--- config.mk ---
export PLATFORM = sky130hd
export DESIGN_NAME = master_req_tracker
export DESIGN_NICKNAME = d
export VERILOG_FILES = /design/src/rtl/master_req_tracker.sv
export SDC_FILE = /design/constraint.sdc
export NUM_CORES = 1
export LEC_CHECK = 0
export CAP_MARGIN = 20
export CORE_MARGIN = 2
export CORE_UTILIZATION = 39
export DETAILED_ROUTE_END_ITERATION = 7
export PLACE_DENSITY = 0.81
export SYNTH_ARGS = -nofsm -noshare
export SYNTH_HDL_FRONTEND = slang
export SYNTH_SLANG_ARGS = --single-unit
--- constraint.sdc ---
create_clock -name clk -period 3.3 [get_ports clk]
set_input_delay 0.33 -clock clk [delete_from_list [all_inputs] [get_ports clk]]
set_output_delay 0.33 -clock clk [all_outputs]
set_load 0.1 [all_outputs]
--- src/rtl/master_req_tracker.sv ---
// Per-master request tracker: holds one outstanding transaction, presents it to the
// slave-side ack arbiters, then collects the read data from the addressed slave.
module master_req_tracker #(
   parameter int AW      = 8,
   parameter int DW      = 32,
   parameter int TIMEOUT = 16
) (
   input  logic          clk,
   input  logic          reset,
   input  logic          m_req,
   input  logic          m_cmd,
   input  logic [AW-1:0] m_addr,
   input  logic [DW-1:0] m_wdata,
   output logic          m_busy,
   output logic          m_ack,
   output logic          m_resp,
   output logic [DW-1:0] m_rdata,
   output logic          m_err,
   output logic [1:0]    req_stat,
   output logic          sfor,
   output logic          req_cmd,
   output logic [AW-1:0] req_addr,
   output logic [DW-1:0] req_wdata,
   input  logic          ack_in,
   input  logic          resp_in0,
   input  logic          resp_in1,
   input  logic [DW-1:0] rdata_in0,
   input  logic [DW-1:0] rdata_in1
);

   typedef enum logic [1:0] {
      S_NO_REQ = 2'd0,
      S_WAIT   = 2'd1,
      S_W_ACK  = 2'd2,
      S_W_DATA = 2'd3
   } state_t;

   localparam int            CW       = (TIMEOUT > 1) ? $clog2(TIMEOUT) : 1;
   localparam logic [CW-1:0] CNT_LAST = CW'((TIMEOUT > 0) ? TIMEOUT - 1 : 0);

   state_t          state, state_nxt;
   logic [CW-1:0]   cnt, cnt_nxt;
   logic            ack_nxt, resp_nxt, err_nxt;
   logic            latch, capture;
   logic            expired;
   logic            resp_sel;
   logic [DW-1:0]   rdata_sel;

   // Only the slave the request was sent to may complete it.
   assign resp_sel  = sfor ? resp_in1 : resp_in0;
   assign rdata_sel = sfor ? rdata_in1 : rdata_in0;

   // A TIMEOUT of 0 disables the abort path entirely.
   assign expired = (TIMEOUT != 0) && (cnt == CNT_LAST);

   assign req_stat = state;
   assign m_busy   = (state != S_NO_REQ);

   // NOTE: every signal gets its default before the case so no path leaves one unassigned (no latches).
   always_comb begin
      state_nxt = state;
      cnt_nxt   = cnt;
      ack_nxt   = 1'b0;
      resp_nxt  = 1'b0;
      err_nxt   = 1'b0;
      latch     = 1'b0;
      capture   = 1'b0;
      unique case (state)
         S_NO_REQ: begin
            if (m_req) begin
               latch     = 1'b1;
               state_nxt = S_WAIT;
            end
         end
         S_WAIT: begin
            state_nxt = S_W_ACK;
            cnt_nxt   = '0;
         end
         S_W_ACK: begin
            // An ack arriving on the expiry cycle takes priority over the abort.
            if (ack_in) begin
               ack_nxt   = 1'b1;
               state_nxt = req_cmd ? S_NO_REQ : S_W_DATA;
               cnt_nxt   = '0;
            end else if (expired) begin
               err_nxt   = 1'b1;
               state_nxt = S_NO_REQ;
            end else begin
               cnt_nxt = cnt + CW'(1);
            end
         end
         S_W_DATA: begin
            if (resp_sel) begin
               capture   = 1'b1;
               resp_nxt  = 1'b1;
               state_nxt = S_NO_REQ;
            end else if (expired) begin
               err_nxt   = 1'b1;
               state_nxt = S_NO_REQ;
            end else begin
               cnt_nxt = cnt + CW'(1);
            end
         end
         default: state_nxt = S_NO_REQ;
      endcase
   end

   // NOTE: sequential state uses non-blocking assignments so all registers update together at the edge.
   always_ff @(posedge clk or posedge reset) begin
      if (reset) begin
         state     <= S_NO_REQ;
         cnt       <= '0;
         m_ack     <= 1'b0;
         m_resp    <= 1'b0;
         m_err     <= 1'b0;
         m_rdata   <= '0;
         sfor      <= 1'b0;
         req_cmd   <= 1'b0;
         req_addr  <= '0;
         req_wdata <= '0;
      end else begin
         state  <= state_nxt;
         cnt    <= cnt_nxt;
         m_ack  <= ack_nxt;
         m_resp <= resp_nxt;
         m_err  <= err_nxt;
         if (latch) begin
            req_cmd   <= m_cmd;
            req_addr  <= m_addr;
            req_wdata <= m_wdata;
            sfor      <= m_addr[AW-1];
         end
         if (capture) begin
            m_rdata <= rdata_sel;
         end
      end
   end

endmodule

Word level (Yosys, flattened, before mapping)
Cells that the tools add are included.

Output and inout port bits: 80. Register bits after elaboration: 83. Word-level logic and storage cells: 43. Input bits: 111.

Multiplexer cells: 22. Equal/unequal tests: 6. $add $sub $neg: 1. Reductions and logical operators: 4.

Operator list (number): $mux W32 (1); $mux W4 (3); $pmux W4 S3 (1); $mux W1 (10); $mux W2 (5); $pmux W2 S4 (1); $add A4 B1 Y4 const B (1); $eq A2 B2 Y1 const B (2); $eq A4 B4 Y1 const B (1); $ne A2 B2 Y1 const B (2); $reduce_bool A3 Y1 (1); $eq A2 B1 Y1 const B (1); $logic_not A2 Y1 (1); $pmux W1 S2 (1); $reduce_and A2 Y1 (1); $reduce_bool A2 Y1 (1).

Longest topological paths before layout
Gate-level depths: netlist of run 1.

Depth in word-level cells: 4. Depth in mapped cells: 6. Depth with buffers taken out: 5.

Least setup slack after synthesis of run 1
No wires, ideal clock.

Path kind: register to register. Start: reg state[0], in the netlist req_stat[0]. End: reg cnt[1]. Clock period less this slack: 2447 ps. Path buffers: 1. Slack: 853 ps. Required time: 3177 ps. Stages on the path, launching flop included: 7. Setup time: 123 ps. Arrival: 2323 ps. Cell sequence: dfrtp_1 -> buf_4 -> nor2_2 -> inv_1 -> o211ai_2 -> mux2i_1 -> nor2_1.

Longest elaborated chain between the ends: 3. Elaborated cells on any way between the ends: 7. Classes of those cells: eq/ne: 4; mux: 1; reduce/logical: 2.

Ends and longest elaborated chain: start: declaration (RTL line 41) `state_t state, state_nxt;`; start signal: assignment (RTL line 122) `state <= state_nxt;`; $eq A2 B2 Y1 / $eq A2 B1 Y1 (equally long branches) (RTL line 68) `unique case (state)`; $ne A2 B2 Y1 (no source line) / $reduce_bool A3 Y1 (equally long branches); $reduce_and A2 Y1 (no source line); end signal: assignment (RTL line 123) `cnt <= cnt_nxt;`; end: declaration (RTL line 42) `logic [CW-1:0] cnt, cnt_nxt;`.

Parallel ways exist; a longest one is shown, timed or not. A chain may end at the register's enable or synchronous reset.

Final worst setup path of run 1
Start: reg m_rdata[24]. End: out m_rdata[24].

RTL lines: start: declaration (RTL line 17) `output logic [DW-1:0] m_rdata,`; start signal: assignment (RTL line 134) `m_rdata <= rdata_sel;`.

No word-level cell between the ends.

==> results of run 1 <==
## worst max path at each step
stage | startpoint | to | slack (ps) | cells past startpoint
after floorplan | req_stat[0] | cnt[1] | 850 | 6
after detailed placement | m_req | req_wdata[25] | 1140 | 3
after CTS | m_rdata[24] | m_rdata[24] | 1080 | 1
after global routing | m_rdata[15] | m_rdata[15] | 1050 | 1
final | m_rdata[24] | m_rdata[24] | 1100 | 1
after global placement | m_req | req_wdata[9] | 1190 | 3
## layer usage
metal | GRT usage (%) | part of all wire [%] | vias to the layer above
met5 | 0 | 0 | -
met4 | 6.01 | 1.5 | 0
met3 | 5.04 | 7.0 | 15
met2 | 34.0 | 55 | 96
met1 | 19.1 | 37 | 1328
li1 | - | - | 1333
## layout by cell type, fill, tap and decap left out, types with 2 or more instances in the layout
cell / count
sky130_fd_sc_hd__clkdlybuf4s50_1: 185
sky130_fd_sc_hd__dfrtp_1: 81
sky130_fd_sc_hd__mux2_1: 41
sky130_fd_sc_hd__nor2_1: 40
sky130_fd_sc_hd__mux2i_1: 35
sky130_fd_sc_hd__a21oi_1: 32
sky130_fd_sc_hd__clkbuf_8: 9
sky130_fd_sc_hd__buf_4: 7
sky130_fd_sc_hd__nand2_1: 3
sky130_fd_sc_hd__inv_1: 3
sky130_fd_sc_hd__a31oi_1: 3
sky130_fd_sc_hd__clkinvlp_4: 3
sky130_fd_sc_hd__nand3_1: 2
sky130_fd_sc_hd__o32a_1: 2
sky130_fd_sc_hd__clkinv_2: 2
## per-stage QoR
stage | util, % | cell area [sq um] | hold WS [ps]
CTS | 64.6 | 5630 | 492
global route | 64.6 | 5630 | 507
detailed placement | 62.4 | 5440 | 474
finish | 64.6 | 5630 | 479
floorplan | - | 3510 | 465
global placement | 62.4 | 5440 | 467
## sequential cells by signal (all words and copies together), names as in the netlist
signal	flops
m_ack	1
sfor	1
cnt	4
m_resp	1
req_wdata	32
m_err	1
req_addr	7
m_rdata	32
req_stat	2
req_cmd	1
## final cells by class
type                            instances  area (sq um)
Clock inverter                          6          66.3
Tap cell                              108           135
Multi-Input combinational cell        171          1310
Fill cell                             694          3090
Inverter                                4          16.3
Sequential cell                        82          2050
Timing Repair Buffer                  193          1920
Clock buffer                           10           128
## logic make-up after synthesis
logic type	share of synthesized area [%]
simple gates	5.96
flops	58.5
mux	23.8
xor+xnor	0.250
fa+ha+maj	0.357
compound gates	6.78
buf+inv	4.32
==> impl_metrics.json, run 1 <==
{
  "result_of_the_run": "completed",
  "timing.clock.skew_ps": 13.5,
  "chipHeight_um": 98.8,
  "cts_max_level": 3,
  "timing.hold.worst.class": "input port to async pin",
  "max-cap-violations": 0,
  "floorplan.rows": 34,
  "numPlacedInstances": 558,
  "detailedRoute.firstPassIterationCount": 4,
  "route.detailed.vias_per_inst": 4.83,
  "syn2layout_area_growth_pct": 60.6,
  "r2r_end": "req_wdata[25]",
  "numPortBuffers": 190,
  "postLayoutSetupSlackWorst_ps": 1100,
  "syn-instance-count": 276,
  "pre_cts_slack_ps": 1140,
  "worstPathCellList": "clkdlybuf4s50_1",
  "nets_finish": 573,
  "ys_seq_area_share_pct": 58.5,
  "track_usage_pct": 18.0,
  "yosys_warnings": 0,
  "criticalPathCategory": "flip-flop to output port",
  "fin_crit_ps": 2200,
  "remaining_drc_errors": 0,
  "yosys-top-cells-count": "82 x sky130_fd_sc_hd__dfrtp_1, 41 x sky130_fd_sc_hd__mux2_1, 40 x sky130_fd_sc_hd__nor2_1",
  "asyncSetResetFlopFracSynth_pct": 100,
  "holdBufCountCts": 0,
  "grt.overflow.total": 0,
  "post_route_cells_drive_above_1_share_pct": 6.65,
  "regToRegStartpoint": "req_stat[0]",
  "finalSetupTns_ps": 0,
  "design.core.area_sq_mm": 0.00872,
  "cts_root_buffer": "sky130_fd_sc_hd__clkbuf_8",
  "report.final.slew_viol_count": 0,
  "relSlewSlack_pct": 32.2,
  "synthesis.area_sq_mm": 0.00351,
  "final_hold_viol_count": 0,
  "synthFlopType": "sky130_fd_sc_hd__dfrtp_1",
  "synth_area_leaders": "sky130_fd_sc_hd__dfrtp_1 59%, sky130_fd_sc_hd__mux2_1 13%, sky130_fd_sc_hd__mux2i_1 10%",
  "layoutNonFillerInstCount": 574,
  "clock_sink_count": 82,
  "wl_per_cell_um": 15.5,
  "wire_length_of_the_first_global_routing_pass_um": 14000,
  "synth_seq_cells": 82,
  "cts-buffers-inserted": 9,
  "routed-via-count": 2772,
  "cts_setup_buffers": 0,
  "worst-slew-pin-transition_ps": 1010,
  "largest_delay_share_family_worst_path": "buffers and inverters",
  "min_period_over_period_pct": 66.5,
  "cts.path.max_buffers": 2,
  "syn-mean-instance-area_sq_um": 12.7,
  "die-width_um": 98.8,
  "drt_iter0_drc": 31,
  "antenna_cell_count": 0,
  "max_clock_freq_mhz": 455,
  "arrival_ps": 1870,
  "detailed_place_hpwl_um": 6820,
  "die-area_sq_mm": 0.00976,
  "final-setup-viol-count": 0,
  "tritoncts": "built",
  "synth_fp_nets": 388,
  "maximum_fanout_count_along_the_critical_path": 2,
  "r2r.worst_path.cells": 3,
  "rsz_0062_raised_after_global_routing": "no",
  "yosys.area.top_type": "sky130_fd_sc_hd__dfrtp_1",
  "cts.clk_slew.worst_paths_ps": 90,
  "boundaryPins": 191,
  "floorplan.initialDensity_pct": 40.2,
  "worst_path_largest_cell_delay_ps": 1160,
  "critical_path.n_buffers_inverters": 1,
  "yosysMostFrequentCell": "sky130_fd_sc_hd__dfrtp_1",
  "synth-edff-count": 0,
  "worst-r2r-setup-slack_ps": 1240,
  "overall_routed_net_length_um": 8870,
  "antenna_found_initial": 0,
  "total_of_cells_resized_after_clock_tree_synthesis": 0,
  "pin_count_of_the_biggest_net_entering_global_routing": 62,
  "synthDistinctLibCells": 25,
  "cell_at_the_slowest_stage_of_the_critical_path": "sky130_fd_sc_hd__clkdlybuf4s50_1",
  "worst-endpoint-required_ps": 2970,
  "synth_top_area_share_pct": 58.5,
  "vias_in_the_first_global_route": 2933,
  "antenna_left": 0,
  "start_kind": "flip-flop",
  "gp_routability_congestion": 0.720,
  "clk_latency_ps": 340,
  "critical_path.endpoint_type": "output port"
}
Power of run 1 is left out: the tool's default activity adds up to more than one toggle a clock period on the data nets, which glitch-free logic cannot reach.
==> inputs of run 2 (changes only) <==
CORE_UTILIZATION = 35   (was 39)
PLACE_DENSITY = 0.76   (was 0.81)
clock period = 1.85 ns   (was 3.3 ns; I/O delays follow)
==> run 2 against run 1 <==
  * Wire length decreased by 0.33%
  * First-iteration DRC count increased to 2.9 times the previous value
  * Setup slack got worse by 980 ps
  * Critical path depth increased by 1
  * Final cell count up 5.1%
  * Utilization is 6.4 points lower
  * Non-clock buffer count increased by 5
  * Sequential share of layout area decreased by 0.065 points
  * Global-route usage decreased by 1.0 points
  * Die area increased by 11%
  * Critical endpoint is now sfor
  * Highest routed layer unchanged
==> impl_metrics.json, run 2 (synthesized netlist as in run 1, its figures left out) <==
{
  "regToRegStartpoint": "req_stat[0]",
  "whs_ps": 223,
  "most_used_cells_in_the_layout_excluding_fill_and_tap_cells": "110 x sky130_fd_sc_hd__clkdlybuf4s50_1, 79 x sky130_fd_sc_hd__dfrtp_1, 78 x sky130_fd_sc_hd__buf_4",
  "detailed_place_hpwl_um": 6860,
  "antenna_found_initial": 0,
  "result_of_the_run": "completed",
  "timing.clock.skew_ps": 10.2,
  "overall_routed_net_length_um": 8840,
  "cts-buffers-inserted": 9,
  "max-cap-violations": 0,
  "start_kind": "flip-flop",
  "pin_count_of_the_biggest_net_entering_global_routing": 36,
  "vias_in_the_first_global_route": 2902,
  "boundaryPins": 191,
  "tritoncts": "built",
  "remaining_drc_errors": 0,
  "clock_sink_count": 82,
  "wl_per_cell_um": 14.7,
  "die-area_sq_mm": 0.0108,
  "cts_max_level": 3,
  "r2r.worst_path.cells": 4,
  "total_of_cells_resized_after_clock_tree_synthesis": 0,
  "chipHeight_um": 104,
  "routed-via-count": 2786,
  "numPortBuffers": 190,
  "cts.clk_slew.worst_paths_ps": 70,
  "postPlaceCellArea_sq_mm": 0.00545,
  "floorplan.rows": 36,
  "antenna_left": 0,
  "grt.overflow.total": 0,
  "report.final.slew_viol_count": 0,
  "busiest_layer": "met2",
  "critical_path.endpoint_type": "output port",
  "worst-r2r-setup-slack_ps": 190,
  "track_usage_pct": 17.0,
  "relSlewSlack_pct": 58.8,
  "syn2layout_area_growth_pct": 61.3,
  "clk_latency_ps": 340,
  "worst-slew-pin-transition_ps": 617,
  "drt_iter0_drc": 90,
  "reg_top3": "m_rdata: 32 flops, req_wdata: 32 flops, req_addr: 7 flops",
  "maximum_fanout_count_along_the_critical_path": 35,
  "min_period_over_period_pct": 93.4,
  "wire_length_of_the_first_global_routing_pass_um": 14500,
  "floorplan.initialDensity_pct": 36.0,
  "design.core.area_sq_mm": 0.00973,
  "rsz_0062_raised_after_global_routing": "no",
  "cts_root_buffer": "sky130_fd_sc_hd__clkbuf_8",
  "final_common_cell": "sky130_fd_sc_hd__clkdlybuf4s50_1",
  "holdBufCountCts": 0,
  "criticalPathCategory": "flip-flop to output port",
  "post_route_cells_drive_above_1_share_pct": 24.0,
  "arrival_ps": 1540,
  "nets_finish": 578,
  "antenna_cell_count": 0,
  "timing.hold.worst.class": "input port to async pin",
  "globalRouteMet3Util_pct": 5.26,
  "numPlacedInstances": 588,
  "cts.path.max_buffers": 2,
  "worst-endpoint-required_ps": 1660,
  "r2r_end": "req_addr[5]",
  "final_hold_viol_count": 0,
  "use_met2_pct": 28.8,
  "die-width_um": 104,
  "layoutNonFillerInstCount": 603,
  "route.detailed.vias_per_inst": 4.62,
  "final-setup-viol-count": 0,
  "max_clock_freq_mhz": 579,
  "detailedRoute.firstPassIterationCount": 4,
  "fin_crit_ps": 1730,
  "cts_setup_buffers": 0,
  "gp_routability_congestion": 0.759,
  "fin_area_sq_mm": 0.00566,
  "met1_usage_pct": 20.6
}
==> run 2: changes by cell type in the layout (fill, tap and decap cells not counted), moves of 2 or more <==
cell                              change
sky130_fd_sc_hd__dfrtp_1              -2
sky130_fd_sc_hd__clkdlybuf4s50_1     -75
sky130_fd_sc_hd__buf_4               +71
sky130_fd_sc_hd__buf_12               +9
==> run 2: critical path, cell delays in order (launching register included) <==
cell                      delay, ps
sky130_fd_sc_hd__dfrtp_2        420
sky130_fd_sc_hd__buf_4          540
sky130_fd_sc_hd__buf_12         250
==> run 2: worst max-delay path by stage <==
stage	startpoint	endpoint	slack, ps
after floorplan	req_stat[0]	cnt[1]	-150
after global placement	req_stat[0]	sfor	210
after detailed placement	req_stat[0]	req_wdata[5]	190
after CTS	sfor	sfor	90
after global routing	sfor	sfor	20
final	sfor	sfor	120
==> run 2: metal layers <==
layer  up-vias  routed length, um  share of wire [%]
met1      1330               3690                 42
met5         -                  0                  0
met2       113               4460                 50
met3        10                560                6.3
met4         0                133                1.5
li1       1333                  -                  -
==> run 2: per-stage QoR <==
step / util (%) / setup TNS (ps) / worst slack, ps
after floorplan: - / -265 / -153
after global placement: 56.0 / 0 / 207
after detailed placement: 56.0 / 0 / 189
after CTS: 58.1 / 0 / 93.1
after global routing: 58.1 / 0 / 23.3
final: 58.1 / 0 / 121
==> run 2: layout make-up <==
cell class	instances	area (sq um)
Clock buffer	10	128
Multi-Input combinational cell	171	1310
Timing Repair Buffer	198	1890
Fill cell	857	4070
Clock inverter	5	80.1
Inverter	4	22.5
Sequential cell	82	2060
Tap cell	133	166
Power of run 2 is left out for the same reason.
==> inputs of run 3 (changes only) <==
SLEW_MARGIN = 30   (was default)
==> results of run 3 <==
No change in the layout: final DEF, timing and power equal those of run 2.
Power of run 3 is left out for the same reason.
